**src/rtl/sprite_sched_pkg.sv**
```systemverilog
// sprite_sched_pkg: descriptor field layout, FSM encoding and default sprite size for sprite_scheduler.
package sprite_sched_pkg;
    localparam int ENABLE_BIT = 28;
    localparam int X_MSB      = 27;
    localparam int X_LSB      = 18;
    localparam int Y_MSB      = 17;
    localparam int Y_LSB      = 9;
    localparam int OFFSET_MSB = 8;
    localparam int OFFSET_LSB = 0;
    localparam int SIZE_LINE  = 20;
    typedef enum logic [1:0] {IDLE = 2'd0, SCAN = 2'd1, DRAW = 2'd2} state_e;
endpackage

```
**src/rtl/sprite_window_cmp.sv**
```systemverilog
// sprite_window_cmp: flags coord inside [origin, origin+SIZE-1], evaluated one bit wider so windows near the top of the range do not wrap.
module sprite_window_cmp #(
    parameter int W    = 10,
    parameter int SIZE = 20
) (
    input  logic [W-1:0] coord_i,
    input  logic [W-1:0] origin_i,
    output logic         in_o
);
    logic [W:0] lo;
    logic [W:0] hi;
    assign lo   = {1'b0, origin_i};
    assign hi   = lo + (W+1)'(SIZE - 1);
    assign in_o = ({1'b0, coord_i} >= lo) && ({1'b0, coord_i} <= hi);
endmodule

```
**src/rtl/sprite_scheduler.sv**
```systemverilog
// sprite_scheduler: double-buffered sprite descriptor bank, per-line scan into a short list, per-pixel priority select.
// Define SPRITE_OVERFLOW_EN to get the sticky per-frame overflow flag; otherwise overflow stays 0.
module sprite_scheduler
    import sprite_sched_pkg::*;
#(
    parameter int NUM_SPRITES  = 8,
    parameter int MAX_PER_LINE = 4,
    parameter int size_x       = 10,
    parameter int size_y       = 9,
    parameter int size_line    = SIZE_LINE
) (
    input  logic                           clk_pixel,
    input  logic                           reset,
    input  logic [size_x-1:0]              pixel_x,
    input  logic [size_y-1:0]              pixel_y,
    input  logic                           line_start,
    input  logic                           frame_start,
    input  logic                           wr_en,
    input  logic [$clog2(NUM_SPRITES)-1:0] wr_addr,
    input  logic [31:0]                    wr_data,
    input  logic                           count_finished,
    output logic                           sprite_on,
    output logic [31:0]                    sprite_datas,
    output logic                           line_ready,
    output logic                           overflow
);
    localparam int AW = $clog2(NUM_SPRITES);
    localparam int LW = $clog2(MAX_PER_LINE);
    localparam int CW = $clog2(MAX_PER_LINE + 1);

    state_e            state_q, state_d;
    logic [AW-1:0]     idx_q, idx_d;
    logic [size_y-1:0] line_y_q, line_y_d;
    logic [CW-1:0]     cnt_q, cnt_d;
    logic [31:0]       shadow_q [NUM_SPRITES];
    logic [31:0]       active_q [NUM_SPRITES];
    logic [31:0]       list_q [MAX_PER_LINE];
    logic [31:0]       list_d [MAX_PER_LINE];
    logic              on_q, on_d, ready_q, ready_d, ovf_q, ovf_d;
    logic [31:0]       datas_q, datas_d;
    logic [7:0]        done_cnt_q, done_cnt_d;
    logic              unused_done;
    logic              y_in, y_hit;
    logic [MAX_PER_LINE-1:0] x_hit;
    logic              win_valid;
    logic [LW-1:0]     win_idx;

    sprite_window_cmp #(.W(size_y), .SIZE(size_line)) u_ycmp (
        .coord_i (line_y_q),
        .origin_i(active_q[idx_q][Y_MSB:Y_LSB]),
        .in_o    (y_in)
    );
    assign y_hit = y_in && active_q[idx_q][ENABLE_BIT];

    for (genvar g = 0; g < MAX_PER_LINE; g++) begin : g_xcmp
        sprite_window_cmp #(.W(size_x), .SIZE(size_line)) u_xcmp (
            .coord_i (pixel_x),
            .origin_i(list_q[g][X_MSB:X_LSB]),
            .in_o    (x_hit[g])
        );
    end

    // Walk downwards so the lowest valid entry (highest priority) wins.
    always_comb begin
        win_valid = 1'b0;
        win_idx   = '0;
        for (int k = MAX_PER_LINE - 1; k >= 0; k--)
            if (x_hit[k] && CW'(k) < cnt_q) begin
                win_valid = 1'b1;
                win_idx   = LW'(k);
            end
    end

    always_comb begin
        state_d    = state_q;
        idx_d      = idx_q;
        line_y_d   = line_y_q;
        cnt_d      = cnt_q;
        list_d     = list_q;
        ready_d    = ready_q;
        on_d       = 1'b0;
        datas_d    = datas_q;
        ovf_d      = frame_start ? 1'b0 : ovf_q;
        done_cnt_d = done_cnt_q + {7'd0, count_finished};
        case (state_q)
            SCAN: begin
                idx_d = idx_q + 1'b1;
                if (y_hit) begin
                    if (cnt_q < CW'(MAX_PER_LINE)) begin
                        list_d[cnt_q[LW-1:0]] = active_q[idx_q];
                        cnt_d = cnt_q + 1'b1;
                    end else begin
`ifdef SPRITE_OVERFLOW_EN
                        ovf_d = 1'b1;
`endif
                    end
                end
                if (idx_q == AW'(NUM_SPRITES - 1)) begin
                    state_d = DRAW;
                    ready_d = 1'b1;
                end
            end
            DRAW: begin
                on_d    = win_valid;
                datas_d = win_valid ? list_q[win_idx] : datas_q;
            end
            default: ;
        endcase
        if (line_start) begin
            state_d    = SCAN;
            idx_d      = '0;
            line_y_d   = pixel_y;
            cnt_d      = '0;
            ready_d    = 1'b0;
            on_d       = 1'b0;
            done_cnt_d = '0;
        end
    end

    always_ff @(posedge clk_pixel or negedge reset) begin
        if (!reset) begin
            state_q    <= IDLE;
            idx_q      <= '0;
            line_y_q   <= '0;
            cnt_q      <= '0;
            list_q     <= '{default: '0};
            shadow_q   <= '{default: '0};
            active_q   <= '{default: '0};
            on_q       <= 1'b0;
            ready_q    <= 1'b0;
            ovf_q      <= 1'b0;
            datas_q    <= '0;
            done_cnt_q <= '0;
        end else begin
            state_q    <= state_d;
            idx_q      <= idx_d;
            line_y_q   <= line_y_d;
            cnt_q      <= cnt_d;
            list_q     <= list_d;
            on_q       <= on_d;
            ready_q    <= ready_d;
            ovf_q      <= ovf_d;
            datas_q    <= datas_d;
            done_cnt_q <= done_cnt_d;
            if (wr_en) shadow_q[wr_addr] <= wr_data;
            if (frame_start) active_q <= shadow_q;
        end
    end

    assign unused_done  = ^done_cnt_q;
    assign sprite_on    = on_q;
    assign sprite_datas = datas_q;
    assign line_ready   = ready_q;
    assign overflow     = ovf_q;
endmodule

```
**config.mk**
```make
export PLATFORM = sky130hd
export DESIGN_NAME = sprite_scheduler
export DESIGN_NICKNAME = d
export VERILOG_FILES = /design/src/rtl/sprite_sched_pkg.sv /design/src/rtl/sprite_window_cmp.sv /design/src/rtl/sprite_scheduler.sv
export SDC_FILE = /design/constraint.sdc
export NUM_CORES = 1
export LEC_CHECK = 0
export ABC_AREA = 1
export BUFFER_PORTS_ARGS = -buffer_cell sky130_fd_sc_hd__buf_2
export CAP_MARGIN = 15
export CORE_UTILIZATION = 50
export DETAILED_ROUTE_END_ITERATION = 10
export GPL_TIMING_DRIVEN = 0
export HOLD_SLACK_MARGIN = 0.1
export PLACE_DENSITY = 0.63
export SLEW_MARGIN = 5
export SYNTH_ARGS = -nofsm -noshare
export SYNTH_HDL_FRONTEND = slang
export SYNTH_SLANG_ARGS = --single-unit
```
**constraint.sdc**
```tcl
create_clock -name clk_pixel -period 4.2 [get_ports clk_pixel]
set_clock_uncertainty 0.1 [all_clocks]
set_input_delay 0.21 -clock clk_pixel [delete_from_list [all_inputs] [get_ports clk_pixel]]
set_output_delay 0.21 -clock clk_pixel [all_outputs]
set_load 0.05 [all_outputs]
```
==> metrics.cfg, run 1 <==
[outcome]
outcome = finished clean

[grt]
gr-total-overflow = 0
antenna_found_initial = 0
grt_usage_pct = 31.5
grt_pass1_vias = 25078
grt_first_pass_wirelength_microns = 153000
grt_max_degree = 118

[clock_network]
cts_inserted_buffers = 74
cts_root_buf = clkbuf_16
clk_pin_slew_worst_paths_ps = 60
cts_buffer_depth = 3
cts_tree = yes
clock_latency_ps = 640
cts_max_level = 3
clock_sinks = 690

[sta]
layout_setup_ws_ps = 68.5
drv_slew = 0
setup_tns_ps = 0
setup_viol = 0
rsz0062_at_grt = true
max_freq_ghz = 0.242
hold_viol_final = 0
finalCritPeriodShare_pct = 98.4
hold_slack_ps = 126
tightest_slew_ps = 1270
final.min_clock_period_ps = 4130
slew_headroom_pct = 14.9

[routing]
wirelength_microns = 101000
firstDrtPassIters = 6
drc = 0
via_per_inst = 5.53
routedWlPerCell_microns = 21.2
initialDrtViolationCount = 2333
postRouteAntennaNets = 0
num_vias = 26416

[yosys]
synthFlopType = dfrtp_1
synth-edff-count = 0
mappedNetlistArea_sq_um = 32100
syn_avg_cell_area_sq_um = 8.90
yosys_warnings = 0
ys_async_sr_fraction_pct = 100
synth_fp_nets = 3771
yosysUniqueCellTypes = 43
syn_inst = 3602
ys_seq_elements = 690
synth_area_leaders = dfrtp_1 54%, nand2_1 11%, o21ai_0 7.9%, inv_1 4.4%, ha_1 4.3%
synth_top_area_cell = dfrtp_1
synth_top_area_share_pct = 53.9
yosysSeqAreaShare_pct = 53.9

[critical_path]
crit_type = reg2reg
worstSetupStartpointType = register
critPathTopFamily = buffers and inverters
crit_arrival_ps = 4540
crit_buf_inv = 6
max_stage_delay_ps = 540
crit_path_end_kind = register
crit_chain = clkinv_2, buf_2, nand2_1, o21ai_4, buf_12, clkinvlp_4, nand2_2, xor2_1, ha_1, nand2_2, nor2_4, o21ai_2, and3_1, o21ai_1, a21oi_1, a21oi_2, nand2_4, nand2_8, nor2_8, buf_12, clkbuf_16, nand2_2, o21ai_2
slowest_stage = dfrtp_1
critPathMaxFanout = 10
required_ps = 4610
cpMostUsedCell = nand2_2

[power_and_ir_drop]
p_per_area_nw_per_um2 = 527
leakage_nw = 18.3
irDropWorstVdd_uv = 339

[cells_and_area]
area_delta_synth_final_pct = 17.6
post-route-util_pct = 59.7
seqCellArea_sq_um = 17300
final_area_sq_um = 37700
fill_cells = 5663
multi_input_area_sq_um = 12700
drive_above_1_share_pct = 14.0
nets = 4038

[floorplanning]
die_y_microns = 255
rows = 92
core_sq_um = 63200
dieArea_sq_um = 65100
pin_count = 95
die_w_microns = 255
initial_core_util_pct = 50.7

[job]
cap_violations = 0

[placement]
portBuffers = 91
pre_cts_slack_ps = -603
hpwl_microns = 69500
place.gp.congestion = 0.929
placed_area_sq_um = 33800

[hold_path]
min_path_type = in2async

==> report_power, final <==
| part | switching (mW) | internal, mW | total, mW |
|---|---|---|---|
| logic | 3.01 | 1.72 | 4.73 |
| clock network | 2.80 | 3.91 | 6.71 |
| registers | 0.544 | 7.88 | 8.42 |
==> tightest hold or removal path, stage by stage <==
cell and delay (ps):
dlygate4sd3_1 560, buf_8 180, buf_16 260
==> layout make-up <==
type	instances	area share [%]
Clock inverter	24	0.697
Tap cell	846	2.81
Inverter	387	3.92
Antenna cell	1	0.00664
Multi-Input combinational cell	2328	33.7
Sequential cell	690	45.8
Buffer	201	2.84
Timing Repair Buffer	187	4.36
Clock buffer	113	5.89
==> kinds of logic after synthesis <==
| logic type | count (synthesis) | synth area share (%) |
|---|---|---|
| AO/OA/AOI/OAI | 895 | 15.1 |
| XOR/XNOR | 33 | 0.902 |
| adder cells (fa/ha/maj) | 109 | 4.25 |
| buffers and inverters | 588 | 7.54 |
| flip-flops | 690 | 53.9 |
| multiplexers | 97 | 3.41 |
| other | 1 | 0.0117 |
| AND/OR/NAND/NOR | 1189 | 14.9 |
==> cell usage in the layout, fill, tap and decap left out, types with 12 or more instances in the layout <==
cell	instances
nor3_1	12
clkbuf_1	129
clkinv_2	15
clkbuf_8	18
inv_1	372
nor2_1	79
a31oi_1	19
a221oi_1	21
nand3_1	153
clkbuf_2	26
ha_1	108
dlygate4sd3_1	47
o21ai_2	52
clkbuf_16	83
buf_2	99
buf_6	13
xor2_1	32
dfrtp_1	688
buf_8	13
o21ai_1	81
o21ai_0	503
buf_4	35
buf_1	19
mux2_2	97
nand2_1	902
a21oi_1	181
nand2_2	19
==> per-layer routing <==
metal  vias up  track usage (%)  wire [microns]
met1     12956             42.7           43200
li1      12310                -               -
met2       911             51.0           47100
met3       239             4.41            6020
met4         0             13.0            4940
met5         -                0               0
==> state kept, by name (all words and copies together) (netlist names) <==
register,count
active_q,256
shadow_q,256
list_q,128
sprite_datas,32
line_y_q,9
cnt_q,3
idx_q,3
state_q,2
sprite_on,1
==> final timing paths <==
path                            start            to  slack, ps  cells after the start
min reg2reg                list_q[60]    list_q[60]        360                      2
min in group clk_pixel     wr_addr[2]   shadow_q[2]        170                      6
max in group asynchronous       reset  shadow_q[15]       2320                      5
max reg2reg                  idx_q[2]   list_q[120]         70                     23
max                          idx_q[2]   list_q[120]         70                     23
min                             reset   list_q[121]        130                      3
==> Yosys cell counts (2+ instances only) <==
cell type / instances
xor2_1: 33
o21ai_1: 85
inv_1: 378
o21a_1: 5
nor3_1: 12
nor2_8: 3
nand4_1: 6
clkbuf_1: 133
buf_4: 7
o211ai_1: 5
ha_1: 109
mux2_2: 97
buf_6: 22
a221oi_1: 21
inv_2: 5
dfrtp_1: 690
nand3_1: 155
a21oi_1: 186
o21bai_1: 2
nand2_1: 923
nor2_1: 80
o21ai_2: 47
buf_1: 25
o21ai_0: 509
o2111ai_1: 4
nor3_2: 2
buf_2: 14
a31oi_1: 22
a21oi_2: 3
a21o_1: 3
clkinv_1: 3
a211oi_1: 2
==> stage by stage <==
stage / total power [mW] / std cells
after floorplan: 11.2 / 3602
after global placement: 12.6 / 4539
after detailed placement: 12.7 / 4548
after CTS: 19.5 / 4743
after global routing: 20.8 / 4776
final: 19.9 / 4777
==> what timing repair did <==
item	CTS	global route
setup endpoints to repair	161	160
pin swaps	5	19
hold buffers	48	0
hold endpoints to repair	640	0
resized for setup	18	137
setup buffers	10	22
cloned	0	11
Note: power is estimated with default switching activity, not from simulation.
==> run 2, diff against run 1 <==
--- a/config.mk
+++ b/config.mk
@@ -8,11 +8,13 @@
 export ABC_AREA = 1
 export BUFFER_PORTS_ARGS = -buffer_cell sky130_fd_sc_hd__buf_2
 export CAP_MARGIN = 15
+export CORE_MARGIN = 2
 export CORE_UTILIZATION = 50
 export DETAILED_ROUTE_END_ITERATION = 10
 export GPL_TIMING_DRIVEN = 0
 export HOLD_SLACK_MARGIN = 0.1
 export PLACE_DENSITY = 0.63
+export SETUP_SLACK_MARGIN = 0.1
 export SLEW_MARGIN = 5
 export SYNTH_ARGS = -nofsm -noshare
 export SYNTH_HDL_FRONTEND = slang
==> run 2 against run 1 <==
Net effect: sequential cell count stayed put; first-iteration DRC count grew 6.0%; register-to-register slack gained 20 ps; power about the same; non-clock buffer count increased by 14; sequential power about the same; die area increased by 1.6%; cell count rose by 0.17%; worst hold slack worse by 9.5 ps; clock power is 0.6% higher; critical path type unchanged; critical endpoint is now list_q[75].
==> metrics.cfg, run 2 (synthesis results as in run 1) <==
[critical_path]
reg2reg_to = list_q[75]  ; was list_q[120]
critPathMaxFanout = 10  ; unchanged
crit_path_end_kind = register  ; unchanged
critPathTopFamily = buffers and inverters  ; unchanged
cpMostUsedCell = nand2_1  ; was nand2_2
required_ps = 4640  ; was 4610 ps
crit_arrival_ps = 4550  ; was 4540 ps
max_stage_delay_ps = 460  ; was 540 ps
crit_buf_inv = 8  ; was 6
worstSetupStartpointType = register  ; unchanged
slowest_stage = dfrtp_2  ; was dfrtp_1
reg2reg_depth = 25  ; was 23
crit_type = reg2reg  ; unchanged
r2r_slack_ps = 90  ; was 70 ps
rr_startpoint = idx_q[1]  ; was idx_q[2]

[sta]
layout_setup_ws_ps = 87.8  ; was 68.5 ps
hold_viol_final = 0  ; unchanged
slew_headroom_pct = 19.3  ; was 14.9%
tightest_slew_ps = 1210  ; was 1270 ps
setup_viol = 0  ; unchanged
finalCritPeriodShare_pct = 97.9  ; was 98.4%
final.min_clock_period_ps = 4110  ; was 4130 ps
drv_slew = 0  ; unchanged
rsz0062_at_grt = true  ; unchanged
max_freq_ghz = 0.243  ; was 0.242 GHz
setup_tns_ps = 0  ; unchanged

[floorplanning]
pin_count = 95  ; unchanged
core_sq_um = 63200  ; unchanged
initial_core_util_pct = 50.7  ; unchanged
dieArea_sq_um = 66200  ; was 65100 sq um
die_w_microns = 257  ; was 255 microns
rows = 92  ; unchanged
die_y_microns = 257  ; was 255 microns

[power_and_ir_drop]
finalPower_mw = 19.9  ; about the same
p_per_area_nw_per_um2 = 526  ; was 527 nW/um^2
leakage_nw = 18.3  ; about the same
irDropWorstVdd_uv = 380  ; was 339 uV

[cells_and_area]
n_antenna_cell = 0  ; was 1
nets = 4051  ; was 4038
final_cells = 4785  ; was 4777
final_cell_mix = 910 x nand2_1, 688 x dfrtp_1, 504 x o21ai_0, 371 x inv_1, 180 x a21oi_1  ; was 902 x nand2_1, 688 x dfrtp_1, 503 x o21ai_0, 372 x inv_1, 181 x a21oi_1
mostFrequentLayoutCell = nand2_1  ; unchanged
final_area_sq_um = 37800  ; was 37700 sq um
top_regs = active_q: 256 flops, shadow_q: 256 flops, list_q: 128 flops  ; unchanged
area_delta_synth_final_pct = 18.0  ; was 17.6%
drive_above_1_share_pct = 14.2  ; was 14.0%

[clock_network]
clock_sinks = 690  ; unchanged
cts_max_level = 3  ; unchanged
cts_root_buf = clkbuf_16  ; unchanged
clk_pin_slew_worst_paths_ps = 60  ; about the same
cts_inserted_buffers = 75  ; was 74
cts_buffer_depth = 3  ; unchanged
cts_tree = yes  ; unchanged
clock_latency_ps = 630  ; was 640 ps

[placement]
dp.cells = 4550  ; was 4548
portBuffers = 91  ; unchanged
placed_area_sq_um = 33800  ; about the same
pre_cts_slack_ps = -558  ; was -603 ps
hpwl_microns = 70100  ; was 69500 microns
place.gp.congestion = 0.920  ; was 0.929

[job]
cap_violations = 0  ; unchanged

[grt]
grt_pass1_vias = 25360  ; was 25078
antenna_found_initial = 0  ; unchanged
gr-total-overflow = 0  ; unchanged
grt_usage_pct = 30.6  ; was 31.5%
grt_first_pass_wirelength_microns = 154000  ; was 153000 microns
grt_max_degree = 114  ; was 118

[routing]
wl_met1_microns = 42400  ; was 43200 microns
dr_wl_met3_microns = 6710  ; was 6020 microns
firstDrtPassIters = 6  ; unchanged
wirelength_microns = 101000  ; about the same
routedWlPerCell_microns = 21.1  ; was 21.2 microns
num_vias = 26319  ; was 26416
initialDrtViolationCount = 2473  ; was 2333
via_per_inst = 5.50  ; was 5.53
dr.max_layer_used = met4  ; unchanged
met2_length_microns = 48400  ; was 47100 microns
drc = 0  ; unchanged
postRouteAntennaNets = 0  ; unchanged

[hold_path]
min_path_type = in2async  ; unchanged

[outcome]
outcome = finished clean  ; unchanged

[run 2: cell types whose count changed in the layout (fill, tap and decap cells not counted), sizes merged]
cell         before  now
clkinvlp          4    5
dlygate4sd3      47   54
clkbuf          262  254
nand2           927  926
buf             192  202
inv             384  387
bufinv            4    5
nor2             87   86
diode             1    0
clkinv           19   16
[run 2: worst min-delay path, cell delays in order]
cell and delay, ps:
dlygate4sd3_1 570, buf_8 190, buf_12 190
[run 2: worst max-delay path by stage]
stage	from	to	slack [ps]	cells past startpoint
detailed placement	idx_q[1]	list_q[14]	-560	25
global route	idx_q[1]	list_q[99]	-60	25
finish	idx_q[1]	list_q[75]	90	25
global placement	reset	shadow_q[61]	-12070	1
CTS	idx_q[0]	list_q[116]	110	25
floorplan	idx_q[0]	list_q[111]	750	26
[run 2: area by class of cell]
type / instances / area (sq um)
Fill cell: 5597 / 25400
Sequential cell: 690 / 17300
Multi-Input combinational cell: 2326 / 12700
Clock buffer: 108 / 2190
Timing Repair Buffer: 201 / 1770
Inverter: 387 / 1470
Buffer: 201 / 1100
Tap cell: 846 / 1060
Clock inverter: 26 / 298
[run 2: power breakdown]
group,switching [mW],internal [mW]
registers,0.548,7.88
logic,2.97,1.74
clock network,2.80,3.95
[run 2: repair_timing]
| action | 4_1_cts | 5_1_grt |
|---|---|---|
| pin swaps | 5 | 18 |
| resized for setup | 27 | 139 |
| setup endpoints to repair | 160 | 164 |
| endpoints found under the hold margin | 696 | 0 |
| hold buffers | 55 | 0 |
| buffers inserted | 12 | 26 |
| cloned | 0 | 8 |
[run 2: layer usage]
layer / track usage [%] / vias to the layer above
met5: 0 / -
met4: 11.6 / 0
met3: 5.15 / 190
met2: 50.1 / 925
met1: 40.8 / 12885
li1: - / 12319
[run 2: metrics by stage]
| stage | util, % | hold WS [ps] |
|---|---|---|
| floorplan | - | -186 |
| global placement | 53.1 | 314 |
| detailed placement | 53.5 | -1.56 |
| CTS | 58.7 | 103 |
| global route | 59.9 | 137 |
| finish | 59.9 | 117 |
==> run 3, diff against run 2 <==
--- a/config.mk
+++ b/config.mk
@@ -13,7 +13,7 @@
 export DETAILED_ROUTE_END_ITERATION = 10
 export GPL_TIMING_DRIVEN = 0
 export HOLD_SLACK_MARGIN = 0.1
-export PLACE_DENSITY = 0.63
+export PLACE_DENSITY = 0.66
 export SETUP_SLACK_MARGIN = 0.1
 export SLEW_MARGIN = 5
 export SYNTH_ARGS = -nofsm -noshare
==> run 3 against run 2 <==
Net effect: power fell by 2.1%; critical path depth fell by 5; wire length fell by 3.1%; via count fell by 0.19%; sequential share of layout area rose by 0.50 points; critical path type unchanged; critical endpoint is now list_q[46].
==> metrics.cfg, run 3 (synthesis results as in run 1) <==
[cells_and_area]
final_cell_mix = 921 x nand2_1, 688 x dfrtp_1, 503 x o21ai_0, 371 x inv_1, 181 x a21oi_1  ; was 910 x nand2_1, 688 x dfrtp_1, 504 x o21ai_0, 371 x inv_1, 180 x a21oi_1
top_regs = active_q: 256 flops, shadow_q: 256 flops, list_q: 128 flops  ; unchanged
seqCellArea_sq_um = 17300  ; unchanged
multi_input_area_sq_um = 12600  ; was 12700 sq um
fill_cells = 5605  ; was 5597
area_delta_synth_final_pct = 16.7  ; was 18.0%
n_antenna_cell = 0  ; unchanged
final_cells = 4768  ; was 4785
drive_above_1_share_pct = 12.8  ; was 14.2%
mostFrequentLayoutCell = nand2_1  ; unchanged
post-route-util_pct = 59.2  ; was 59.9%
nets = 4031  ; was 4051

[clock_network]
cts_inserted_buffers = 75  ; unchanged
clock_latency_ps = 650  ; was 630 ps
clk_pin_slew_worst_paths_ps = 60  ; about the same
cts_max_level = 3  ; unchanged
clock_sinks = 690  ; unchanged
cts_buffer_depth = 3  ; unchanged
cts_root_buf = clkbuf_16  ; unchanged
cts_tree = yes  ; unchanged

[routing]
via_per_inst = 5.51  ; was 5.50
routedWlPerCell_microns = 20.6  ; was 21.1 microns
postRouteAntennaNets = 0  ; unchanged
drc = 0  ; unchanged
initialDrtViolationCount = 2202  ; was 2473
firstDrtPassIters = 5  ; was 6
num_vias = 26268  ; was 26319
wirelength_microns = 98000  ; was 101000 microns

[placement]
hpwl_microns = 68500  ; was 70100 microns
portBuffers = 91  ; unchanged
dp.cells = 4546  ; was 4550
pre_cts_slack_ps = -602  ; was -558 ps
place.gp.congestion = 0.917  ; was 0.920

[power_and_ir_drop]
seq_power_share_pct = 43.3  ; was 42.4%
pwr-share-clk_pct = 34.0  ; was 33.9%
p_sw_share_pct = 31.6  ; was 31.8%
power_switching_mw = 6.16  ; was 6.31 mW
p_per_area_nw_per_um2 = 520  ; was 526 nW/um^2
leakage_nw = 18.1  ; was 18.3 nW
power.internal_mw = 13.3  ; was 13.6 mW
irDropWorstVdd_uv = 332  ; was 380 uV
comb_power_share_pct = 22.8  ; was 23.7%

[sta]
drv_slew = 0  ; unchanged
layout_setup_ws_ps = 198  ; was 87.8 ps
rsz0062_at_grt = true  ; unchanged
final.min_clock_period_ps = 4000  ; was 4110 ps
slew_headroom_pct = 18.4  ; was 19.3%
max_freq_ghz = 0.250  ; was 0.243 GHz
hold_slack_ps = 88.0  ; was 117 ps
setup_tns_ps = 0  ; unchanged
finalCritPeriodShare_pct = 95.3  ; was 97.9%
setup_viol = 0  ; unchanged
tightest_slew_ps = 1220  ; was 1210 ps
hold_viol_final = 0  ; unchanged

[critical_path]
reg2reg_to = list_q[46]  ; was list_q[75]
required_ps = 4630  ; was 4640 ps
crit_end = list_q[46]  ; was list_q[75]
r2r_slack_ps = 200  ; was 90 ps
crit_arrival_ps = 4430  ; was 4550 ps
rr_startpoint = idx_q[2]  ; was idx_q[1]
reg2reg_depth = 20  ; was 25
crit_start = idx_q[2]  ; was idx_q[1]
crit_type = reg2reg  ; unchanged
crit_path_end_kind = register  ; unchanged
worstSetupStartpointType = register  ; unchanged
critPathMaxFanout = 10  ; unchanged

[floorplanning]
die_y_microns = 257  ; unchanged
initial_core_util_pct = 50.7  ; unchanged
core_sq_um = 63200  ; unchanged
die_w_microns = 257  ; unchanged
pin_count = 95  ; unchanged
rows = 92  ; unchanged
dieArea_sq_um = 66200  ; unchanged

[grt]
antenna_found_initial = 0  ; unchanged
grt_usage_pct = 29.8  ; was 30.6%
grt_first_pass_wirelength_microns = 152000  ; was 154000 microns
grt_pass1_vias = 26080  ; was 25360
grt_max_degree = 104  ; was 114
gr-total-overflow = 0  ; unchanged

[job]
cap_violations = 0  ; unchanged

[outcome]
outcome = finished clean  ; unchanged

[hold_path]
min_path_type = in2async  ; unchanged

run 3: changes by cell type in the layout (fill, tap and decap cells not counted), sizes merged:
| cell | previous run | this run |
|---|---|---|
| nor2 | 86 | 87 |
| nand2 | 926 | 927 |
| buf | 202 | 184 |
| clkinv | 16 | 13 |
| clkinvlp | 5 | 3 |
| dlygate4sd3 | 54 | 53 |
| clkbuf | 254 | 262 |
| bufinv | 5 | 2 |
run 3: what timing repair did:
item | CTS | global route
buffers inserted | 4 | 19
hold buffers | 53 | 0
endpoints found under the setup margin | 161 | 161
endpoints found under the hold margin | 390 | 0
cloned | 0 | 9
gates resized for setup | 28 | 93
pin swaps | 4 | 19
run 3: worst min-delay path by stage:
stage | to | slack [ps]
finish | shadow_q[110] | 90
global route | shadow_q[110] | 150
CTS | active_q[79] | 120
detailed placement | shadow_q[110] | 210
global placement | line_y_q[0] | 320
floorplan | active_q[0] | -190
run 3: layer usage:
metal,wire (microns),track usage [%],up-vias
met5,0,0,-
met4,4470,12.5,0
met3,6150,4.63,244
met2,47300,49.9,873
met1,40100,38.8,12857
li1,-,-,12294
run 3: critical path, cell delays in order, from the launching register on:
cell	delay [ps]
dfrtp_1	560
inv_4	290
buf_2	330
nand2_1	150
o21ai_4	130
buf_4	200
nand2_1	90
inv_1	110
nand2_1	70
xor2_1	140
ha_1	300
a21oi_1	190
o21ai_2	80
a21oi_2	140
a21oi_2	60
nand2_4	160
nand2_8	140
nor2_4	320
clkbuf_16	210
nand2_1	60
o21ai_2	60
run 3: area by class of cell:
class / instances / area share [%]
tap: 846 / 2.83
multi-input combinational: 2328 / 33.7
clock inverter: 18 / 0.605
timing repair buffer: 180 / 4.05
clock buffer: 119 / 5.94
sequential: 690 / 46.2
buffer: 200 / 2.85
inverter: 387 / 3.92
run 3: through the flow:
step	area (sq um)	total power, mW
finish	37400	19.5
global route	37400	20.5
CTS	36900	19.3
detailed placement	33800	12.6
global placement	33600	12.4
floorplan	32100	11.2
run 3: power by group through the flow:
stage / clock, mW / sequential (mW) / combinational [mW]
after floorplan: 0 / 8.36 / 2.81
after global placement: 0 / 8.50 / 3.95
after detailed placement: 0 / 8.52 / 4.07
after CTS: 6.65 / 8.41 / 4.19
after global routing: 6.96 / 8.56 / 5.00
final: 6.61 / 8.42 / 4.43
